File: src/rtl/note_envelope.sv
// ADSR amplitude envelope between the wavetable oscillator and the PWM stage.
// Level steps once per tick; the oscillator sample is scaled by the level around midscale.
module note_envelope #(
    parameter int unsigned TICK_DIV      = 4800,
    parameter int unsigned ATTACK_STEP   = 8,
    parameter int unsigned DECAY_STEP    = 1,
    parameter int unsigned SUSTAIN_LEVEL = 160,
    parameter int unsigned RELEASE_STEP  = 2
) (
    input  logic       clk,
    input  logic       rst,
    input  logic [7:0] sample_in,
    input  logic       trigger,
    input  logic       gate,
    output logic [7:0] sample_out,
    output logic [7:0] env_level,
    output logic       active
);

    localparam int unsigned    CntW         = $clog2(TICK_DIV);
    localparam logic [CntW-1:0] CntMax      = CntW'(TICK_DIV - 1);
    localparam logic [8:0]     AttackStep   = 9'(ATTACK_STEP);
    localparam logic [8:0]     DecayStep    = 9'(DECAY_STEP);
    localparam logic [8:0]     ReleaseStep  = 9'(RELEASE_STEP);
    localparam logic [7:0]     SustainLevel = 8'(SUSTAIN_LEVEL);

    typedef enum logic [2:0] {
        StIdle,
        StAttack,
        StDecay,
        StSustain,
        StRelease
    } state_e;

    state_e          state_q, state_d;
    logic [CntW-1:0] cnt_q, cnt_d;
    logic [7:0]      level_q, level_d;
    logic [7:0]      sample_out_q, sample_out_d;
    logic            tick;

    logic [8:0]  atk_sum, dec_diff, rel_diff;
    logic [7:0]  atk_lvl, dec_lvl, rel_lvl;
    logic signed [8:0]  smp_s, lvl_s;
    logic signed [17:0] prod, scaled;

    // Tick divider; a trigger realigns it so the first step is a full period away.
    always_comb begin
        tick  = (cnt_q == CntMax);
        cnt_d = cnt_q + CntW'(1);
        if (trigger || tick) begin
            cnt_d = '0;
        end
    end

    // Saturating level arithmetic, 9 bits wide so carry/borrow reveal the clamp.
    always_comb begin
        atk_sum  = {1'b0, level_q} + AttackStep;
        atk_lvl  = atk_sum[8] ? 8'hFF : atk_sum[7:0];
        dec_diff = {1'b0, level_q} - DecayStep;
        dec_lvl  = (dec_diff[8] || (dec_diff[7:0] < SustainLevel)) ? SustainLevel
                                                                    : dec_diff[7:0];
        rel_diff = {1'b0, level_q} - ReleaseStep;
        rel_lvl  = rel_diff[8] ? 8'h00 : rel_diff[7:0];
    end

    // Envelope next-state and level; trigger wins over a coincident tick.
    always_comb begin
        state_d = state_q;
        level_d = level_q;
        if (trigger) begin
            state_d = StAttack;
        end else if (tick) begin
            unique case (state_q)
                StIdle: begin
                    level_d = 8'h00;
                end
                StAttack: begin
                    if (!gate) begin
                        state_d = StRelease;
                    end else begin
                        level_d = atk_lvl;
                        if (atk_lvl == 8'hFF) begin
                            state_d = StDecay;
                        end
                    end
                end
                StDecay: begin
                    if (!gate) begin
                        state_d = StRelease;
                    end else begin
                        level_d = dec_lvl;
                        if (dec_lvl == SustainLevel) begin
                            state_d = StSustain;
                        end
                    end
                end
                StSustain: begin
                    if (!gate) begin
                        state_d = StRelease;
                    end
                end
                StRelease: begin
                    // Gate rising again does not resume the note; only trigger does.
                    level_d = rel_lvl;
                    if (rel_lvl == 8'h00) begin
                        state_d = StIdle;
                    end
                end
                default: begin
                    state_d = StIdle;
                    level_d = 8'h00;
                end
            endcase
        end
    end

    // Scale the sample around midscale: 128 + floor((sample-128) * level / 256).
    always_comb begin
        smp_s        = $signed({1'b0, sample_in}) - 9'sd128;
        lvl_s        = $signed({1'b0, level_q});
        prod         = 18'(smp_s) * 18'(lvl_s);
        scaled       = (prod >>> 8) + 18'sd128;
        sample_out_d = scaled[7:0];
    end

    // State, level, divider and output registers.
    always_ff @(posedge clk or posedge rst) begin
        if (rst) begin
            state_q      <= StIdle;
            cnt_q        <= '0;
            level_q      <= 8'h00;
            sample_out_q <= 8'd128;
        end else begin
            state_q      <= state_d;
            cnt_q        <= cnt_d;
            level_q      <= level_d;
            sample_out_q <= sample_out_d;
        end
    end

    assign sample_out = sample_out_q;
    assign env_level  = level_q;
    assign active     = (state_q != StIdle);

endmodule

File: config.mk
export PLATFORM = sky130hd
export DESIGN_NAME = note_envelope
export DESIGN_NICKNAME = d
export VERILOG_FILES = /design/src/rtl/note_envelope.sv
export SDC_FILE = /design/constraint.sdc
export NUM_CORES = 1
export LEC_CHECK = 0
export ABC_CLOCK_PERIOD_IN_PS = 9510
export CORE_MARGIN = 2
export CORE_UTILIZATION = 50
export CTS_CLUSTER_DIAMETER = 30
export DETAILED_ROUTE_END_ITERATION = 7
export HOLD_SLACK_MARGIN = 0.06
export PLACE_DENSITY = 0.79
export SYNTH_ARGS = -nofsm -noshare
export SYNTH_HDL_FRONTEND = slang
export SYNTH_SLANG_ARGS = --single-unit
File: constraint.sdc
create_clock -name clk -period 9.51 [get_ports clk]
set_clock_uncertainty 0.15 [all_clocks]
set_input_delay 1.902 -clock clk [delete_from_list [all_inputs] [get_ports clk]]
set_output_delay 1.902 -clock clk [all_outputs]
set_load 0.005 [all_outputs]
==> flow_metrics.py <==
metrics = {
    "cts": {
        "cts_resized": 0,
        "cts_inserted_buffers": 5,
        "root_buffer": "clkbuf_8",
        "h-tree-depth": 2,
        "cts_setup_buffers": 0,
        "cts.path.max_buffers": 2,
        "cts_hold_buf": 0,
        "cts_tree": "yes",
        "clk_latency_ns": 0.29,
        "clk_pin_slew_ns": 0.07,
        "clock-sinks": 32,
    },
    "yosys": {
        "synth-edff-count": 0,
        "synthArstFlopShare_pct": 100,
        "ys_top_cells_by_count": "86 x inv_1, 49 x fa_1, 37 x and2_1, 37 x ha_1, 35 x nand2_1",
        "synth-seq-area-share_pct": 18.5,
        "yosysTopAreaCell": "fa_1",
        "synth_area_um2": 4340,
        "yosysWarnings": 0,
        "yosysTopAreaCellShare_pct": 22.6,
        "synthTopCellsByArea": "fa_1 23%, dfrtp_1 18%, ha_1 11%",
        "ys_ff_latch": 32,
        "syn_avg_cell_area_um2": 8.64,
        "synth_ff_type": "dfrtp_1",
        "synth_most_common_cell": "inv_1",
        "synth_fp_nets": 600,
        "syn_inst": 502,
        "synth_cell_types": 49,
    },
    "floorplan": {
        "die_width_um": 97.1,
        "die-area_um2": 9430,
        "die_y_um": 97.1,
        "coreArea_um2": 8300,
        "rows": 33,
        "ios": 29,
        "floorplan.initialDensity_pct": 52.2,
    },
    "final_layout": {
        "drive_above_1_share_pct": 2.50,
        "design_area_um2": 4780,
        "syn2layout_area_growth_pct": 10.2,
        "nets": 616,
        "fin_util_pct": 57.5,
        "n_antenna_cell": 0,
    },
    "critical_path": {
        "worstPathCellList": "clkdlybuf4s50_1 > nand2b_1 > fa_1 > inv_1 > fa_1 > inv_1 > fa_1 > inv_1 > fa_1 > ha_1 > nor3_1 > o21ai_0 > a31oi_1 > o21ai_1 > a311o_1 > a21oi_1 > xnor2_1",
        "cpMostUsedCell": "fa_1",
        "critPathSlowestCell": "fa_1",
        "arrival_ns": 6.86,
        "cp-end-kind": "flop",
        "cp-start-kind": "primary input",
        "worst-setup-path-type": "in2reg",
        "critical_path.max_fanout": 8,
        "regToRegSetupSlack_ns": 3.98,
        "required_ns": 9.57,
        "critPathMaxStageDelay_ns": 0.58,
    },
    "pwr": {
        "p_int_mw": 0.289,
        "power_switching_mw": 0.125,
        "ir_worst_vdd_v": 0.0000630,
        "cellPowerDensity_nw_per_um2": 86.6,
        "pwr-share-comb_pct": 30.3,
        "clkPwrFrac_pct": 31.5,
        "total_leakage_power_nw": 2.27,
        "switching_share_pct": 30.2,
        "pwr-share-seq_pct": 38.2,
    },
    "drt": {
        "antenna_left": 0,
        "drcViolationCount": 0,
        "dr.pass1.iters": 5,
        "vias": 3467,
        "drtIter0Drc": 231,
        "drt-total-wl_um": 9410,
        "routed_via_density": 5.56,
        "post_drt_wl_per_cell_um": 15.1,
    },
    "sta": {
        "max_freq_mhz": 147,
        "period_minus_slack_ns": 6.80,
        "max_slew_margin_pct": 42.3,
        "finalCritPeriodShare_pct": 71.5,
        "fin_hold_ws_ns": 0.338,
        "worst_slew_pin_slew_ns": 0.859,
        "setup_violations": 0,
        "timing.final.hold_violations": 0,
        "tns_ns": 0,
        "drv_slew": 0,
        "rsz0062_at_grt": "false",
    },
    "placed_design": {
        "gp_congestion": 0.926,
        "port_buffers": 28,
        "dp_hpwl_um": 7390,
        "placedInstanceArea_um2": 4670,
    },
    "flow_run": {
        "maxCapViolCount": 0,
    },
    "grt": {
        "overflow": 0,
        "grt_pass1_vias": 3700,
        "grt_max_degree": 33,
        "grt_pass1_wl_um": 16600,
        "antenna_found_initial": 0,
        "grt.total_usage_pct": 21.1,
    },
    "run_status": {
        "outcome": "complete, no violations",
    },
    "min_path": {
        "hold_path_class": "reg2reg",
    },
}
[cells in the final DEF (no fill, tap or decap), types with 4 or more instances in the layout]
| master | instances |
|---|---|
| nor2b_1 | 4 |
| nand2b_1 | 8 |
| clkbuf_8 | 5 |
| fa_1 | 49 |
| o21ai_0 | 19 |
| clkdlybuf4s50_1 | 28 |
| a21oi_1 | 19 |
| dfrtp_1 | 31 |
| and2_1 | 37 |
| o31ai_1 | 4 |
| and3_1 | 11 |
| a31oi_1 | 8 |
| inv_1 | 86 |
| nor2_1 | 32 |
| ha_1 | 37 |
| nand3_1 | 18 |
| xnor2_1 | 22 |
| nand2_1 | 35 |
| nor3_1 | 9 |
| xor2_1 | 10 |
[worst max-delay path: cells and delay by family]
kind	cells	cell delay (ns)
and+or+nand+nor	2	0.47
adders and majority gates	5	2.25
AOI/OAI and AO/OA	5	1.43
xor gates and xnor gates	1	0.14
buffers and inverters	4	0.66
[path summary, 6_finish.rpt]
check,from,end,cells after the start
min reg2reg,cnt_q[0],cnt_q[0],1
min,cnt_q[0],cnt_q[0],1
max reg2reg,env_level[4],sample_out[7],15
min in group asynchronous,rst,cnt_q[11],3
max,sample_in[7],sample_out[7],17
max in group asynchronous,rst,sample_out[7],3
[power by group through the flow]
| stage | clock network, mW | registers (mW) | logic (mW) |
|---|---|---|---|
| after global routing | 0.138 | 0.159 | 0.142 |
| after floorplan | 0 | 0.157 | 0.0797 |
| after CTS | 0.132 | 0.158 | 0.126 |
| after global placement | 0 | 0.161 | 0.121 |
| final | 0.130 | 0.158 | 0.125 |
| after detailed placement | 0 | 0.160 | 0.126 |
[routing by layer]
metal / track usage [%] / routed length (µm) / vias up
li1: - / - / 1652
met1: 26.0 / 4010 / 1697
met2: 38.7 / 4890 / 104
met3: 2.09 / 372 / 14
met4: 6.72 / 141 / 0
met5: 0 / 0 / -
[flip-flops by register name, summed over array words and instances (netlist names)]
signal      flops
cnt_q          13
env_level       8
sample_out      8
state_q         3
[cell families (layout without fill, tap and decap cells)]
logic type      after synthesis  count (layout)  synth area share (%)
compound gates               74              74                  11.4
xor+xnor                     32              32                  6.46
fa+ha+maj                    87              87                  33.5
buf+inv                     107             124                  9.52
flops                        32              32                  18.5
mux                           1               1                 0.231
simple gates                169             169                  20.3
[metrics by stage]
| step | instances | setup WS (ns) | total power, mW |
|---|---|---|---|
| 2_1_floorplan | 502 | 3.52 | 0.237 |
| 3_3_place_gp | 616 | 2.72 | 0.282 |
| 3_5_place_dp | 616 | 2.43 | 0.286 |
| 4_1_cts | 624 | 2.74 | 0.417 |
| 5_1_grt | 624 | 2.50 | 0.439 |
| 6_report | 624 | 2.71 | 0.414 |
[area by class of cell]
class	instances	area [µm²]
clock buffer	6	72.6
clock inverter	2	35.0
fill	735	3520
inverter	87	327
multi-input combinational	363	3120
sequential	32	802
tap	105	131
timing repair buffer	29	288
Power figures use the tool's default switching activity.
